### src/rtl/wb_pkg.sv
`default_nettype none
// ============================================================================
//  Module      : wb_pkg
//  Description : Shared constants for the write-back arbiter slice.
//  Revision    : 1.0  initial release
// ============================================================================
package wb_pkg;

    localparam int DATA_W     = 32;

    localparam int SRC_ALU    = 0;
    localparam int SRC_MEM    = 1;
    localparam int SRC_MULDIV = 2;

    // Tag width for a given physical register count (never narrower than 1 bit)
    function automatic int calcLogPhys(input int numPhysRegs);
        return (numPhysRegs > 1) ? $clog2(numPhysRegs) : 1;
    endfunction

endpackage
`default_nettype wire

### src/rtl/wb_src_fifo.sv
`default_nettype none
// ============================================================================
//  Module      : wb_src_fifo
//  Description : DEPTH-entry tag+data FIFO with synchronous flush and count.
//  Revision    : 1.0  initial release
// ============================================================================
module wb_src_fifo
    import wb_pkg::*;
#(
    parameter  int TAG_W = 6,
    parameter  int DEPTH = 2,
    localparam int PTR_W = $clog2(DEPTH)
) (
    input  logic              CLK,
    input  logic              RESET,
    input  logic              i_flush,
    input  logic              i_pushValid,
    input  logic [TAG_W-1:0]  i_pushTag,
    input  logic [DATA_W-1:0] i_pushData,
    output logic              o_pushReady,
    input  logic              i_pop,
    output logic [TAG_W-1:0]  o_headTag,
    output logic [DATA_W-1:0] o_headData,
    output logic [PTR_W:0]    o_count
);

    logic [TAG_W+DATA_W-1:0] r_mem [DEPTH];
    logic [PTR_W-1:0]        r_wrPtr;
    logic [PTR_W-1:0]        r_rdPtr;
    logic [PTR_W:0]          r_count;
    logic                    w_push;
    logic                    w_pop;

    // Readiness depends on state only, so a full FIFO cannot refill in its dequeue cycle
    assign o_pushReady = (r_count != (PTR_W+1)'(DEPTH));
    assign w_push      = i_pushValid && o_pushReady && !i_flush;
    assign w_pop       = i_pop && (r_count != '0) && !i_flush;
    assign o_count     = r_count;
    assign {o_headTag, o_headData} = r_mem[r_rdPtr];

    always_ff @(posedge CLK or negedge RESET) begin
        if (!RESET) begin
            r_wrPtr <= '0;
            r_rdPtr <= '0;
            r_count <= '0;
        end else if (i_flush) begin
            r_wrPtr <= '0;
            r_rdPtr <= '0;
            r_count <= '0;
        end else begin
            if (w_push) r_wrPtr <= r_wrPtr + 1'b1;
            if (w_pop)  r_rdPtr <= r_rdPtr + 1'b1;
            case ({w_push, w_pop})
                2'b10:   r_count <= r_count + 1'b1;
                2'b01:   r_count <= r_count - 1'b1;
                default: r_count <= r_count;
            endcase
        end
    end

    always_ff @(posedge CLK) begin
        if (w_push) r_mem[r_wrPtr] <= {i_pushTag, i_pushData};
    end

endmodule
`default_nettype wire

### src/rtl/writeback_arbiter.sv
`default_nettype none
// ============================================================================
//  Module      : writeback_arbiter
//  Description : Round-robin arbiter feeding the single register-file write port.
//  Revision    : 1.0  initial release
// ============================================================================
module writeback_arbiter
    import wb_pkg::*;
#(
    parameter  int NUM_PHYS_REGS = 64,
    parameter  int NUM_SRC       = 3,
    parameter  int DEPTH         = 2,
    localparam int LOG_PHYS      = calcLogPhys(NUM_PHYS_REGS)
) (
    input  logic                         CLK,
    input  logic                         RESET,
    input  logic                         FLUSH,
    input  logic [NUM_SRC-1:0]           src_valid,
    input  logic [NUM_SRC*LOG_PHYS-1:0]  src_tag,
    input  logic [NUM_SRC*DATA_W-1:0]    src_data,
    output logic [NUM_SRC-1:0]           src_ready,
    output logic                         Write1,
    output logic [LOG_PHYS-1:0]          WriteReg1,
    output logic [DATA_W-1:0]            WriteData1,
    output logic                         Busy
);

    localparam int PTR_W = $clog2(DEPTH);
    localparam int SRC_W = (NUM_SRC > 1) ? $clog2(NUM_SRC) : 1;

    logic [LOG_PHYS-1:0] w_headTag  [NUM_SRC];
    logic [DATA_W-1:0]   w_headData [NUM_SRC];
    logic [PTR_W:0]      w_count    [NUM_SRC];
    logic [NUM_SRC-1:0]  w_nonEmpty;
    logic [NUM_SRC-1:0]  w_pop;

    logic [SRC_W-1:0]    r_rrPtr;
    logic [SRC_W-1:0]    w_rrNext;
    logic [SRC_W-1:0]    w_cand;
    logic [SRC_W-1:0]    w_grantIdx;
    logic                w_grant;
    logic [LOG_PHYS-1:0] w_grantTag;
    logic [DATA_W-1:0]   w_grantData;

    logic                r_write;
    logic [LOG_PHYS-1:0] r_writeReg;
    logic [DATA_W-1:0]   r_writeData;

    generate
        for (genvar i = 0; i < NUM_SRC; i++) begin : g_src
            wb_src_fifo #(
                .TAG_W (LOG_PHYS),
                .DEPTH (DEPTH)
            ) u_fifo (
                .CLK         (CLK),
                .RESET       (RESET),
                .i_flush     (FLUSH),
                .i_pushValid (src_valid[i]),
                .i_pushTag   (src_tag[i*LOG_PHYS +: LOG_PHYS]),
                .i_pushData  (src_data[i*DATA_W +: DATA_W]),
                .o_pushReady (src_ready[i]),
                .i_pop       (w_pop[i]),
                .o_headTag   (w_headTag[i]),
                .o_headData  (w_headData[i]),
                .o_count     (w_count[i])
            );
            assign w_nonEmpty[i] = (w_count[i] != '0);
            assign w_pop[i]      = w_grant && (w_grantIdx == SRC_W'(i));
        end
    endgenerate

    // First non-empty source at or above the round-robin pointer, wrapping
    always_comb begin
        w_grant    = 1'b0;
        w_grantIdx = '0;
        w_cand     = '0;
        for (int off = 0; off < NUM_SRC; off++) begin
            w_cand = SRC_W'((int'(r_rrPtr) + off) % NUM_SRC);
            if (!w_grant && w_nonEmpty[w_cand]) begin
                w_grant    = 1'b1;
                w_grantIdx = w_cand;
            end
        end
    end

    assign w_rrNext    = (w_grantIdx == SRC_W'(NUM_SRC-1)) ? '0 : w_grantIdx + 1'b1;
    assign w_grantTag  = w_headTag[w_grantIdx];
    assign w_grantData = w_headData[w_grantIdx];

    // Tag 0 consumes its grant but never reaches the register file
    always_ff @(posedge CLK or negedge RESET) begin
        if (!RESET) begin
            r_rrPtr     <= '0;
            r_write     <= 1'b0;
            r_writeReg  <= '0;
            r_writeData <= '0;
        end else if (FLUSH) begin
            r_write     <= 1'b0;
        end else begin
            r_write <= w_grant && (w_grantTag != '0);
            if (w_grant && (w_grantTag != '0)) begin
                r_writeReg  <= w_grantTag;
                r_writeData <= w_grantData;
            end
            if (w_grant) r_rrPtr <= w_rrNext;
        end
    end

    assign Write1     = r_write;
    assign WriteReg1  = r_writeReg;
    assign WriteData1 = r_writeData;
    assign Busy       = (|w_nonEmpty) | r_write;

endmodule
`default_nettype wire
### config.mk
export PLATFORM = sky130hd
export DESIGN_NAME = writeback_arbiter
export DESIGN_NICKNAME = d
export VERILOG_FILES = /design/src/rtl/wb_pkg.sv /design/src/rtl/wb_src_fifo.sv /design/src/rtl/writeback_arbiter.sv
export SDC_FILE = /design/constraint.sdc
export NUM_CORES = 1
export LEC_CHECK = 0
export ABC_AREA = 0
export BUFFER_PORTS_ARGS = -buffer_cell sky130_fd_sc_hd__buf_2
export CORE_ASPECT_RATIO = 0.6
export CORE_UTILIZATION = 51
export CTS_CLUSTER_DIAMETER = 80
export CTS_CLUSTER_SIZE = 30
export DETAILED_ROUTE_END_ITERATION = 10
export PLACE_DENSITY_LB_ADDON = 0.2
export SYNTH_ARGS = -nofsm -noshare
export SYNTH_HDL_FRONTEND = slang
export SYNTH_SLANG_ARGS = --single-unit
### constraint.sdc
create_clock -name CLK -period 3.7 [get_ports CLK]
set_input_delay 0.185 -clock CLK [delete_from_list [all_inputs] [get_ports CLK]]
set_output_delay 0.185 -clock CLK [all_outputs]
set_load 0.01 [all_outputs]
Word level (Yosys, flattened, before mapping)

Memory sizes are Yosys's and may differ from the RTL's.
Index checks and enable logic that the tools add are counted.

Bits in writable memories: 228
Logic and storage cells: 134
Bits of input ports: 120
Memories: 3
Output and inout port bits: 43
Register bits: 53
Bits in read-only memories: 0
Bits in latches: 0

$mul: 0
Mux-type cells: 44
Add/subtract/negate cells: 15
$lt $le $gt $ge: 4
Div/mod/pow operators: 3
Shifts and indexed selects: 0
Equality and inequality tests: 11
Reductions and logical operators: 38
Bitwise operators: 3

Memories:

| name                  | depth | bits a word | rd ports | clocked after Yosys merged registers in | write ports | RTL line          | source |
|---|---|---|---|---|---|---|---|
| g_src[0].u_fifo.r_mem | 2     | 38          | 1        | 0                                       | 1           | wb_src_fifo.sv:27 | `logic [TAG_W+DATA_W-1:0] r_mem [DEPTH];` |
| g_src[1].u_fifo.r_mem | 2     | 38          | 1        | 0                                       | 1           | wb_src_fifo.sv:27 |  |
| g_src[2].u_fifo.r_mem | 2     | 38          | 1        | 0                                       | 1           | wb_src_fifo.sv:27 |  |

Operators by type and width:

| operator                                                                     | number |
|---|---|
| 32-bit binary-select mux with 2-bit select                                   | 1 |
| 32-bit by 3-bit remainder unit with 32-bit output, second input constant     | 2 |
| 32-bit 2-to-1 mux                                                            | 2 |
| 3-bit by 3-bit remainder unit with 32-bit output, second input constant      | 1 |
| 1-bit 2-to-1 mux                                                             | 25 |
| 1-bit logical AND                                                            | 18 |
| 2-bit nonzero test                                                           | 9 |
| 2-bit 2-to-1 mux                                                             | 7 |
| 6-bit binary-select mux with 2-bit select                                    | 1 |
| 6-bit 2-to-1 mux                                                             | 2 |
| 2-bit case mux with 2 select lines                                           | 3 |
| 2-bit by 3-bit less-than comparator with 1-bit output, second input constant | 3 |
| 3-bit nonzero test                                                           | 3 |
| 2-bit by 1-bit adder with 2-bit output, second input constant                | 4 |
| 2-bit by 1-bit == test with 1-bit output, second input constant              | 4 |
| 2-bit == test, second input constant                                         | 4 |
| 1-bit adder, second input constant                                           | 6 |
| 1-bit binary-select mux with 2-bit select                                    | 3 |
| 2-bit inequality test, second input constant                                 | 3 |
| 6-bit nonzero test                                                           | 1 |
| 2-bit by 1-bit subtractor with 2-bit output, second input constant           | 3 |
| 2-bit AND reduction                                                          | 2 |
| 2-bit by 1-bit adder with 3-bit output, second input constant                | 1 |
| 2-bit by 2-bit adder with 3-bit output, second input constant                | 1 |
| 7 further kinds                                                              | 9 |

Depth between registers and ports, before layout

Word-level depth: 17
Depth in mapped cells: 13
Depth with buffers taken out: 10

Cells and area by module

From an unflattened synthesis, not the netlist that was laid out.

Cells, all modules: 701
Area, all modules: 11579.9 µm²

By module, submodules not included:

| module                             | sequential area each (µm²) | area an instance (µm²) | cells an instance | instances |
|---|---|---|---|---|
| wb_src_fifo at g_src[1].u_fifo ... | 2382.3                     | 2952.8                 | 144               | 2 |
| wb_src_fifo at g_src[0].u_fifo     | 2382.3                     | 2960.3                 | 143               | 1 |
| writeback_arbiter                  | 1026.0                     | 2713.9                 | 270               | 1 |

Worst setup path after synthesis

No wires, ideal clock.

Kind: register to register
Start: reg g_src[0].u_fifo.r_count[0]
End: mem g_src[0].u_fifo.r_mem[1][0] (netlist bit), enable pin
Buffers on the path: 1
Slack: -0.429 ns
Period minus slack after synthesis: 4.129 ns
Library setup time: 0.489 ns
Data required time: 3.211 ns
Arrival: 3.640 ns
Stages on the path, launching flop included: 5
Path through: dfrtp_1 -> clkbuf_1 -> nand2b_1 -> nand2_1 -> nor3b_1

Cells in the longest elaborated chain, start to end: 5

RTL lines:

| element                                | RTL line          | source |
|---|---|---|
| from (decl)                            | wb_src_fifo.sv:30 | `logic [PTR_W:0] r_count;` |
| from (signal assigned)                 | wb_src_fifo.sv:54 | `2'b10: r_count <= r_count + 1'b1;` |
| from (signal assigned)                 | wb_src_fifo.sv:55 | `2'b01: r_count <= r_count - 1'b1;` |
| from (signal assigned)                 | wb_src_fifo.sv:56 | `default: r_count <= r_count;` |
| 2-bit inequality test                  | wb_src_fifo.sv:35 | `assign o_pushReady = (r_count != (PTR_W+1)'(DEPTH));` |
| named net g_src[0].u_fifo.o_pushReady  | wb_src_fifo.sv:20 | `output logic o_pushReady,` |
| 1-bit logical AND (2 in series)        | wb_src_fifo.sv:36 | `assign w_push = i_pushValid && o_pushReady && !i_flush;` |
| 1-bit 2-to-1 mux                       | wb_src_fifo.sv:62 | `if (w_push) r_mem[r_wrPtr] <= {i_pushTag, i_pushData};` |
| 1-bit 2-to-1 mux (implied by the code) | wb_src_fifo.sv:62 |  |
| to (decl)                              | wb_src_fifo.sv:27 |  |

The timed path passes the listed nets, and every way through them passes these cells.

Worst setup path after layout

Start: reg r_rrPtr[0]
End: reg r_writeData[18], in the netlist WriteData1[18]

Cells in the longest elaborated chain, start to end: 17
Elaborated cells on any way between the ends: 31
Classes of those cells: add/sub (2); div (3); mux (18); bitwise (1); reduce/logical (7)

RTL lines:

| element                                                                                                    | RTL line                 | source |
|---|---|---|
| from (decl)                                                                                                | writeback_arbiter.sv:37  | `logic [SRC_W-1:0] r_rrPtr;` |
| from (signal assigned)                                                                                     | writeback_arbiter.sv:105 | `if (w_grant) r_rrPtr <= w_rrNext;` |
| parallel branches: the longest is 17 deep, another holds 32-bit by 3-bit remainder unit with 32-bit output | --                       |  |
| to (signal assigned)                                                                                       | writeback_arbiter.sv:103 | `r_writeData <= w_grantData;` |
| to (decl)                                                                                                  | writeback_arbiter.sv:47  | `logic [DATA_W-1:0] r_writeData;` |

Parallel ways; which one is timed is not known. The select of a mux whose other input is x is not followed.
A chain may end at the register's enable or synchronous reset.

==> flow_metrics.py <==
metrics = {
    "run_status": {
        "status": "finished, final reports clean",
    },
    "cells_and_area": {
        "seqCellArea_mm2": 0.00818,
        "mostFrequentLayoutCells": "edfxtp_1 (228), buf_2 (162), dlygate4sd3_1 (115)",
        "drive_gt1_frac": 0.310,
        "final_common_cell": "edfxtp_1",
        "diodes": 0,
        "syn_to_final_growth_pct": 24.8,
        "multi_input_area_mm2": 0.00306,
        "nFillCells": 1497,
        "nNetsFinal": 1059,
    },
    "synth": {
        "seq_area_frac_synth": 0.723,
        "syn-num-nets": 784,
        "synth_edf_count": 228,
        "async_reset_ff_frac": 0.189,
        "synth_cells": 661,
        "netlist_area_mm2": 0.0113,
        "ys_types": 47,
        "synth_warnings": 0,
        "ys.flop_type": "edfxtp_1",
        "syn_avg_cell_area_um2": 17.1,
        "synth-seq-cells": 281,
    },
    "setup_path": {
        "r2r_end": "WriteData1[18]",
        "cp.arrival_ns": 3.95,
        "startpoint": "r_rrPtr[0]",
        "reg2reg_from": "r_rrPtr[0]",
        "r2r_slack_ns": 0.13,
        "path_class": "reg2reg",
        "r2r.worst_path.cells": 11,
        "crit_path_start_kind": "register",
        "crit_fanout": 24,
        "end_kind": "register",
        "critPathRequiredTime_ns": 4.08,
    },
    "die": {
        "core-area_mm2": 0.0213,
        "die_y_um": 117,
        "die_x_um": 194,
        "die-area_mm2": 0.0228,
        "start_util": 0.530,
        "rows": 41,
        "boundaryPins": 163,
    },
    "clock_tree": {
        "cts_buffer_depth": 3,
        "cts_made_buffers": 13,
        "cts.htree.levels": 1,
        "clock_latency_ns": 0.49,
        "cts_tree": "yes",
        "cts.sinks": 281,
        "cts_root_buf": "clkbuf_16",
        "path_clk_slew_ns": 0.12,
    },
    "global_routing": {
        "grt_pass1_vias": 7298,
        "grt_use_met3": 0.0449,
        "use_met1": 0.346,
        "grt_start_max_net_pins": 39,
        "antenna_found_initial": 1,
        "grt_util_all_layers": 0.241,
        "grt_util_met2": 0.388,
        "grt_overflow_total": 0,
        "globalRoute.busiestLayer": "met2",
        "grt_first_pass_wirelength_um": 41700,
    },
    "timing": {
        "timing.hold.ws_ns": 0.150,
        "tns_ns": 0,
        "skew_ns": 0.0220,
        "period_share": 0.965,
        "hold_viol": 0,
        "setup_viol_count_final": 0,
        "worst_pin_slew_ns": 0.822,
        "finalCriticalPeriod_ns": 3.57,
        "max_freq_mhz": 280,
        "post-route-worst-setup-slack_ns": 0.131,
        "rsz0062_at_grt": "false",
        "relSlewSlack": 0.450,
        "drv_slew": 0,
    },
    "power": {
        "p_int_w": 0.00669,
        "p_leak_nw": 5.22,
        "power_switching_w": 0.00376,
        "switching_share": 0.360,
        "pwr-share-seq": 0.413,
        "clkPwrFrac": 0.157,
        "powerDensity_mw_per_mm2": 741,
        "combPwrFrac": 0.430,
        "total_power_w": 0.0104,
        "ir_drop_uv": 539,
    },
    "min_path": {
        "worstHoldStart": "src_valid[1]",
        "hold_class": "in2reg",
        "hold_path_depth": 4,
        "hold_end": "g_src[1].u_fifo.o_count[1]",
    },
    "drt": {
        "drc": 0,
        "drt_iter0_markers": 605,
        "vias_per_cell": 5.62,
        "wire_per_inst_um": 22.5,
        "firstDrtPassIters": 6,
        "num_vias": 6858,
        "ant_nets": 0,
        "wl_um": 27500,
    },
    "placement": {
        "port_buffers": 162,
        "gp_congestion": 0.899,
        "place_ws_ns": 0.139,
        "hpwl_um": 17000,
    },
    "flow_run": {
        "drv_cap": 0,
    },
}
## kinds of logic (layout without fill, tap and decap cells)
logic type / after synthesis / count (layout) / synth area share
XOR/XNOR: 15 / 15 / 0.0116
buffers and inverters: 45 / 325 / 0.0190
AND/OR/NAND/NOR: 95 / 95 / 0.0390
multiplexers: 147 / 147 / 0.147
flip-flops: 281 / 281 / 0.723
adder cells (fa/ha/maj): 3 / 3 / 0.00332
AO/OA/AOI/OAI: 75 / 76 / 0.0566
## power groups by stage
stage	Sequential [W]	Combinational [W]	Clock, W
6_report	0.00431	0.00449	0.00164
3_3_place_gp	0.00436	0.00402	0
5_1_grt	0.00436	0.00482	0.00179
3_5_place_dp	0.00438	0.00422	0
2_1_floorplan	0.00433	0.00301	0
4_1_cts	0.00431	0.00433	0.00167
## area by class of cell
| class | count | area share |
|---|---|---|
| clock buffer | 20 | 0.0249 |
| clock inverter | 1 | 0.00142 |
| timing repair buffer | 297 | 0.151 |
| multi-input combinational | 336 | 0.217 |
| inverter | 7 | 0.00186 |
| tap | 279 | 0.0247 |
| sequential | 281 | 0.580 |
## registers in the layout (all words and copies together), names as in the netlist
signal and flops:
r_rrPtr 2, WriteReg1 6, Write1 1, g_src.u_fifo.r_rdPtr 3
WriteData1 32, g_src.u_fifo.r_mem 228, g_src.u_fifo.r_wrPtr 3, g_src.u_fifo.o_count 6
## worst max-delay path, cell delays in order, from the launching register on
cell and delay, ns:
dfrtp_1 0.42, inv_1 0.10, ha_2 0.44, o2bb2ai_1 0.20
nor2_1 0.14, or3_1 0.46, o221a_4 0.36, and2_1 0.21
o2111a_2 0.31, a21oi_4 0.19, buf_12 0.25, mux2_4 0.33
## synth_stat cells (all sizes together) (4+ instances only)
cell type	number	area, um^2
mux2	75	946
nor2b	4	25.0
nand2b	7	43.8
edfxtp	228	6850
o21ai	5	25.0
buf	15	103
clkbuf	23	86.3
a221oi	5	62.6
inv	7	26.3
mux2i	72	721
nor3	7	35.0
dfrtp	53	1330
xnor2	7	61.3
xor2	8	70.1
nand2	40	150
o221ai	32	280
nor2	23	88.8
a21oi	9	56.3
a211oi	7	52.6
nor3b	7	52.6
## what timing repair did
item,CTS,global route
hold endpoints to repair,253,0
setup endpoints to repair,0,33
buffers inserted,0,1
gates resized for setup,0,8
hold buffers,115,0
## per-stage QoR
stage               utilization  area, um^2  std cells
finish                    0.661       14100       1221
floorplan                     -       11300        661
CTS                       0.658       14000       1219
global placement          0.586       12500       1083
detailed placement        0.586       12500       1083
global route              0.661       14100       1221
## worst max path at each step
stage | endpoint | slack [ns] | cells after the start
after floorplan | WriteData1[10] | 0.60 | 13
after global placement | WriteData1[5] | 0.39 | 10
after detailed placement | g_src[1].u_fifo.o_count[1] | 0.14 | 11
after CTS | g_src[1].u_fifo.o_count[1] | 0.13 | 11
after global routing | WriteData1[1] | 0.007 | 11
final | WriteData1[18] | 0.13 | 11
## routing by layer
metal  vias to the layer above  part of all wire
met2                       251              0.46
li1                       3097                 -
met5                         -           0.00036
met4                         2             0.015
met1                      3468              0.45
met3                        40             0.065
Power figures use the tool's default switching activity.
